[config.mk]
export PLATFORM = sky130hd
export DESIGN_NAME = cb_routing_param
export DESIGN_NICKNAME = d
export VERILOG_FILES = /design/src/rtl/cb_routing_param.sv
export SDC_FILE = /design/constraint.sdc
export NUM_CORES = 1
export LEC_CHECK = 0
export CAP_MARGIN = 20
export CELL_PAD_IN_SITES_DETAIL_PLACEMENT = 0
export CELL_PAD_IN_SITES_GLOBAL_PLACEMENT = 1
export CORE_UTILIZATION = 40
export DETAILED_ROUTE_END_ITERATION = 12
export PLACE_DENSITY_LB_ADDON = 0.1
export RECOVER_POWER = 50
export SLEW_MARGIN = 20
export SYNTH_ARGS = -nofsm -noshare
export SYNTH_HDL_FRONTEND = slang
export SYNTH_SLANG_ARGS = --single-unit
[constraint.sdc]
create_clock -name prog_clk -period 2.3 [get_ports prog_clk]
set_clock_uncertainty 0.05 [all_clocks]
set_input_delay 0.23 -clock prog_clk [delete_from_list [all_inputs] [get_ports prog_clk]]
set_output_delay 0.23 -clock prog_clk [all_outputs]
set_load 0.005 [all_outputs]
[src/rtl/cb_routing_param.sv]
`default_nettype none
// ============================================================================
// Module   : cb_routing_param
// Purpose  : Parametrised connection block. A serially loaded, double-buffered
//            frame routes the channel onto CLB input pins and merges the CLB
//            output onto the side channel.
// Revision : 1.0 - initial release
// ============================================================================
module cb_routing_param #(
    parameter int W     = 4,
    parameter int K     = 4,
    parameter int SEL_W = $clog2(2*W)
) (
    input  logic         prog_clk,
    input  logic         rst,
    input  logic         prog_en,
    input  logic         prog_in,
    input  logic         prog_commit,
    output logic         prog_out,
    output logic         cfg_valid,
    output logic         cfg_err,
    input  logic [W-1:0] chan_in,
    input  logic [W-1:0] chan_sb_out,
    input  logic [W-1:0] side_in,
    input  logic [W-1:0] sb_side_out,
    input  logic         clb_out,
    output logic [K-1:0] clb_in,
    output logic [W-1:0] side_out,
    output logic [W-1:0] sb_side_in
);

    localparam int CFG_LEN = K*SEL_W + 2*W + 1;
    localparam int CNT_W   = $clog2(CFG_LEN + 2);
    localparam int MUX_N   = 2**SEL_W;

    localparam logic [CNT_W-1:0] c_CNT_FULL = CNT_W'(CFG_LEN);
    localparam logic [CNT_W-1:0] c_CNT_SAT  = CNT_W'(CFG_LEN + 1);

    logic [CFG_LEN-1:0] r_shadow;
    // The parity bit is only needed at commit time, so it is not kept active.
    logic [CFG_LEN-1:1] r_active;
    logic [CNT_W-1:0]   r_count;
    logic               r_cfg_valid;
    logic               r_cfg_err;

    logic               w_accept;
    logic [2*W-1:0]     w_chan_vec;
    logic [MUX_N-1:0]   w_mux_vec;

    assign w_accept = (r_count == c_CNT_FULL) && !(^r_shadow) && !prog_en;

    always_ff @(posedge prog_clk or negedge rst) begin
        if (!rst) begin
            r_shadow    <= '0;
            r_active    <= '0;
            r_count     <= '0;
            r_cfg_valid <= 1'b0;
            r_cfg_err   <= 1'b0;
        end else begin
            if (prog_en) begin
                r_shadow <= {prog_in, r_shadow[CFG_LEN-1:1]};
            end
            if (prog_commit) begin
                // A shift coinciding with the commit is the first bit of the next frame.
                r_count <= prog_en ? CNT_W'(1) : '0;
                if (w_accept) begin
                    r_active    <= r_shadow[CFG_LEN-1:1];
                    r_cfg_valid <= 1'b1;
                    r_cfg_err   <= 1'b0;
                end else begin
                    r_cfg_err   <= 1'b1;
                end
            end else if (prog_en && (r_count != c_CNT_SAT)) begin
                r_count <= r_count + CNT_W'(1);
            end
        end
    end

    assign prog_out  = r_shadow[0];
    assign cfg_valid = r_cfg_valid;
    assign cfg_err   = r_cfg_err;

    // Unused select codes above 2W read the zero padding.
    always_comb begin
        w_mux_vec            = '0;
        w_mux_vec[2*W-1:0]   = w_chan_vec;
    end

    for (genvar j = 0; j < W; j++) begin : g_chan
        assign w_chan_vec[2*j]   = chan_sb_out[j];
        assign w_chan_vec[2*j+1] = chan_in[j];
        assign side_out[j]   = (r_cfg_valid && r_active[2*j+1]) ? clb_out : sb_side_out[j];
        assign sb_side_in[j] = (r_cfg_valid && r_active[2*j+2]) ? clb_out : side_in[j];
    end

    for (genvar k = 0; k < K; k++) begin : g_clb
        logic [SEL_W-1:0] w_sel;
        assign w_sel     = r_active[2*W+1+k*SEL_W +: SEL_W];
        assign clb_in[k] = r_cfg_valid & w_mux_vec[w_sel];
    end

endmodule
`default_nettype wire

==> run metrics, run 1 <==
Worst-Skew Late Latency=0.29 ns; Max Slew Vio Count=0; gr usage total=15.6%; Layout Nets=252; DRC=0; Final Cell Area=3230 um2; status=finished, final reports clean; initial core utilization=41.8%; share of flip-flops with an asynchronous set or reset=100%; DR pass1 iterations=4; P&R area growth vs syn=29.1%; TritonCTS clock tree=yes; Peak Freq=0.436 GHz; CTS max path bufs=2; filler cell count in the final layout=488; Inserted Diodes=0; grt ovf=0; DP Area=3000 um2; Max Cap Viol=0; CP arrival=2.43 ns; PwrDens=895 nW/um2; unrepaired setup endpoints after global routing=true; root buffer cell=clkbuf_8; vias in the first global route=1561; Primary FF master, synth=dfrtp_1; Cell Area, Synth=2500 um2; syn nets=201; DR iter-0 viols=58; share of the yosys chip area belonging to registers=48.0%; Setup Crit Path Kind=reg -> reg; initial antenna violation count=0; Critical Path Fanout Max=10; Std-Cell Rows=28; routed wire length per instance=15.7 um; final worst slack=0.00589 ns; port bufs=36; fin crit share=99.7%; Final Hold Violating Endpoints=0; first-pass GRT wire length=7.53 mm; Tightest Pin Transition=1.16 ns; Mapped Cells=176; CTS buffer count=5; vias per cell=4.99; Crit-path slowest cell=dfrtp_1; required time worst endpoint=2.43 ns; startpoint types=flop; total routed wirelength=4.74 mm; Crit. End Element=flop; core region area=5990 um2; clk sinks=48; post-DP HPWL=3.23 mm; most frequent CP cell=xnor3_1; H-tree levels=2; Place WS=0.0325 ns; Chip Height=81.1 um; ratio of cells with drive above 1 in the final layout=37.3%; final setup vio count=0; yosys warns=0; antenna viol nets, final=0; synth unique cells=29; VDD IR max=0.830 mV; Max stage delay on crit path=0.44 ns; Synth Area per Inst=14.2 um2; largest net degree at the start of global routing=49; Post-synth EDFFs=0; Seq cells post-synth=48; crit-path cells=xnor3_1, xnor3_1, xnor3_2, mux2i_4, buf_12, clkbuf_16, mux2_4; clk slew on worst S/H paths=0.08 ns; die area=6580 um2; Tmin final=2.29 ns; die extent in x=81.1 um; min-delay worst type=reg -> reg; Vias=1512; Pleak=1.40 nW; Final Wtd Congestion=0.782; relative slew slack=22.6%; Ports=37
[layout make-up]
| cell class | count | area, um2 | area share, % |
|---|---|---|---|
| clock inverters | 2 | 10.0 | 0.310 |
| multi-input cells | 117 | 1300 | 40.2 |
| repair buffers | 51 | 531 | 16.4 |
| clock buffers | 6 | 82.6 | 2.56 |
| inverters | 4 | 15.0 | 0.465 |
| flip-flops and latches | 48 | 1200 | 37.2 |
| well taps | 75 | 93.8 | 2.90 |
[state kept, by name, summed over array words and instances, names as in the netlist]
| signal | cells |
|---|---|
| cfg_err | 1 |
| r_shadow | 21 |
| cfg_valid | 1 |
| r_count | 5 |
| r_active | 20 |
[metal layers]
metal	part of all wire, %	routed length (um)	track usage (%)
met5	0	0	0
met4	1.2	56	6.43
met3	3.5	168	2.70
met2	49	2350	26.5
met1	46	2170	19.6
[layout by cell type (no fill, tap or decap), types with 2 or more instances in the layout]
| master | synthesis | layout |
|---|---|---|
| inv_1 | 4 | 4 |
| nor2_1 | 7 | 7 |
| nand2_1 | 11 | 11 |
| xnor3_1 | 3 | 3 |
| buf_4 | 0 | 9 |
| xnor2_2 | 0 | 2 |
| ha_1 | 3 | 3 |
| xnor2_1 | 10 | 8 |
| xor2_1 | 3 | 3 |
| mux2i_1 | 4 | 4 |
| dfrtp_1 | 48 | 48 |
| clkbuf_8 | 0 | 6 |
| mux2_4 | 10 | 20 |
| clkdlybuf4s50_1 | 0 | 34 |
| mux4_2 | 8 | 8 |
| a21oi_1 | 2 | 2 |
| nor2b_1 | 4 | 4 |
| mux2_2 | 34 | 29 |
| buf_12 | 0 | 2 |
| clkbuf_16 | 0 | 2 |
| clkinv_2 | 0 | 2 |
| nand3b_1 | 2 | 2 |
[synthesized netlist by cell type, types with 2 or more instances]
master / instances / area share, %
inv_1: 4 / 0.60
ha_1: 3 / 1.5
nand2_1: 11 / 1.7
mux2_2: 34 / 15
clkbuf_1: 5 / 0.75
nor2b_1: 4 / 1.0
xnor3_1: 3 / 2.7
a21oi_1: 2 / 0.40
dfrtp_1: 48 / 48
buf_6: 2 / 0.90
nor2_1: 7 / 1.1
mux2_1: 5 / 2.2
mux2i_1: 4 / 1.6
mux2_4: 10 / 6.0
mux4_2: 8 / 7.2
xnor2_1: 10 / 3.5
xor2_1: 3 / 1.1
nand3b_1: 2 / 0.60
[path summary, 6_finish.rpt]
path                               from           end  slack (ns)  cells after the start
setup / recovery           r_shadow[19]   r_active[9]       0.006                      7
hold / removal                  cfg_err       cfg_err        0.45                      2
setup reg to reg           r_shadow[19]   r_active[9]       0.006                      7
hold reg to reg                 cfg_err       cfg_err        0.45                      2
max in group asynchronous           rst  r_active[18]        0.75                      3
min in group asynchronous           rst   r_active[8]        0.73                      3
[report_power, final]
part	switching, mW	internal (mW)
Combinational	0.398	0.810
Clock	0.266	0.240
Sequential	0.178	1.00
Total	0.842	2.05
[logic make-up (layout without fill, tap and decap cells)]
kind of cell	after synthesis	count (layout)	synth area share (%)
AOI/OAI and AO/OA	5	5	1.10
xor gates and xnor gates	17	17	8.20
adders and majority gates	3	3	1.50
buffers and inverters	11	63	2.25
DFF	48	48	48.0
muxes	62	62	33.2
and+or+nand+nor	30	30	5.70
[critical path, delay by kind of cell, from the launching register on]
kind,cells,cell delay (ns)
DFF,1,0.44
muxes,2,0.55
buffers and inverters,2,0.32
xor gates and xnor gates,3,0.83
[stage by stage]
stage | TNS, ns | hold slack [ns] | util [%] | cells | power, mW
after CTS | 0 | 0.408 | 51.8 | 298 | 2.88
after detailed placement | 0 | 0.183 | 50.1 | 289 | 2.35
after floorplan | 0 | -0.116 | - | 176 | 2.05
after global routing | -1.46 | 0.475 | 53.9 | 303 | 3.09
final | 0 | 0.455 | 53.9 | 303 | 2.89
after global placement | 0 | 0.178 | 50.1 | 289 | 2.34
[what timing repair did]
item,4_1_cts,5_1_grt
hold buffers,1,0
setup endpoints to repair,0,21
buffers inserted,0,3
endpoints found under the hold margin,48,0
gates resized for setup,0,13
No activity file was read; power rests on OpenSTA's default activity.
==> run 2: changes to the inputs <==
- CORE_UTILIZATION: 40 -> 47
- DONT_BUFFER_PORTS: default -> 1
==> run metrics, run 2 (synthesis gave the netlist of run 1 again) <==
total routed wirelength=4.66 mm (-1.7%); initial antenna violation count=0 (unchanged); first-pass GRT wire length=6.96 mm (-7.6%); commonest cells after routing, fill and taps aside=dfrtp_1, mux2_2, mux2_4, buf_4, nand2_1; Layout Nets=221 (-12%); fin crit share=98.8% (-0.99 points); CP arrival=2.40 ns (-0.03 ns); Pleak=1.26 nW (-9.6%); Setup Crit Path Kind=reg -> reg; VDD IR max=1.09 mV (+31%); Peak Freq=0.440 GHz (+1.0%); min-delay worst type=in -> reg; Finished Layout Cells=267 (-12%); die extent in x=75.0 um (-7.6%); grt ovf=0 (unchanged); Std-Cell Rows=26 (-7.1%); vias in the first global route=1462 (-6.3%); Worst-Skew Late Latency=0.30 ns (about the same); biggest registers after layout=r_shadow (21), r_active (20), r_count (5); filler cell count in the final layout=430 (-12%); Critical Path Fanout Max=10 (unchanged); Storage cell area=1200 um2 (unchanged); Final Hold Violating Endpoints=0 (unchanged); Inst Count DP=246 (-15%); Tightest Pin Transition=1.17 ns (+0.00668 ns); CTS max path bufs=2 (unchanged); CTS buffer count=5 (unchanged); setup TNS=0 ns (unchanged); root buffer cell=clkbuf_8; clk sinks=48 (unchanged); core region area=5110 um2 (-15%); Final Wtd Congestion=0.732 (-6.4%); H-tree levels=2 (unchanged); gr usage total=17.3% (+1.7 points); Max Cap Viol=0 (unchanged); final setup vio count=0 (unchanged); Max Slew Vio Count=0 (unchanged); Crit. End Element=flop; Chip Height=75.0 um (-7.6%); DRC=0 (unchanged); Ports=37 (unchanged); DR pass1 iterations=4 (unchanged); PwrDens=1010 nW/um2 (+13%); required time worst endpoint=2.43 ns (about the same); Biggest register=r_shadow; commonest non-fill, non-tap cell in the layout=dfrtp_1; routed wire length per instance=17.5 um (+12%); port bufs=0 (-100%); P&R area growth vs syn=15.7%; Tmin final=2.27 ns (-0.0228 ns); relative slew slack=22.2% (-0.45 points); initial core utilization=49.0% (+7.2 points); clk slew on worst S/H paths=0.09 ns (about the same); startpoint types=flop; ratio of cells with drive above 1 in the final layout=41.6% (+4.3 points); die area=5620 um2 (-15%); status=finished, final reports clean; Vias=1458 (-3.6%); Inserted Diodes=0 (unchanged); antenna viol nets, final=0 (unchanged); unrepaired setup endpoints after global routing=true; largest net degree at the start of global routing=49 (unchanged); post-DP HPWL=3.11 mm (-3.8%); Largest register FFs=21 (unchanged); Multi-input gate area=1270 um2 (-2.0%); vias per cell=5.46 (+9.4%); DR iter-0 viols=63 (+8.6%); TritonCTS clock tree=yes
==> run 2: per-stage QoR <==
step           instance area [um2]  utilization, %  power [mW]  hold WS, ns  setup slack (ns)
2_1_floorplan                 2500               -        2.05       -0.116             0.154
3_3_place_gp                  2610            51.2        2.23       -0.115            0.0670
3_5_place_dp                  2610            51.2        2.25       -0.115            0.0339
4_1_cts                       2770            54.2        2.88       0.0204            0.0109
5_1_grt                       2900            56.7        3.09      0.00981           -0.0454
6_report                      2900            56.7        2.93       0.0273            0.0287
==> run 2: worst max-delay path, stage by stage (launching register included) <==
cell       delay (ns)
dfrtp_1          0.42
xnor2_1          0.15
xnor2_1          0.29
xnor3_2          0.43
mux2i_4          0.21
buf_12           0.14
clkbuf_16        0.17
mux2_4           0.30
==> run 2: power by group <==
group	internal, mW	total, mW	switching, mW
registers	1.00	1.17	0.170
clock network	0.323	0.593	0.270
logic	0.781	1.17	0.389
total	2.10	2.93	0.829
==> run 2: routing by layer <==
| metal | global-route usage [%] | share of wire [%] |
|---|---|---|
| met2 | 29.2 | 52 |
| met1 | 21.5 | 44 |
| met4 | 5.66 | 0.47 |
| met3 | 4.82 | 3.6 |
| met5 | 0 | 0 |
==> run 2: area by class of cell <==
| type | count | area share, % |
|---|---|---|
| inverters | 4 | 0.519 |
| flip-flops and latches | 48 | 41.5 |
| well taps | 70 | 3.03 |
| multi-input cells | 117 | 43.9 |
| clock inverters | 2 | 1.21 |
| repair buffers | 20 | 7.35 |
| clock buffers | 6 | 2.51 |
==> run 2: worst paths after layout <==
kind	startpoint	cells past startpoint	endpoint	slack, ns
max in group asynchronous	rst	2	r_shadow[0]	0.83
setup / recovery	r_shadow[6]	7	r_active[3]	0.03
hold reg to reg	r_active[7]	1	r_active[7]	0.47
setup reg to reg	r_shadow[6]	7	r_active[3]	0.03
min in group asynchronous	rst	2	r_active[8]	0.66
hold / removal	prog_commit	2	cfg_err	0.03
==> run 2: what timing repair did <==
action	4_1_cts	5_1_grt
buffers inserted	0	8
hold buffers	3	0
gates resized for setup	0	6
hold endpoints to repair	52	0
setup endpoints to repair	0	18
==> run 3: changes to the inputs <==
- CAP_MARGIN: 20 -> 30
==> results of run 3 <==
Same layout as run 2: the final DEF is identical, and so are final timing and power.
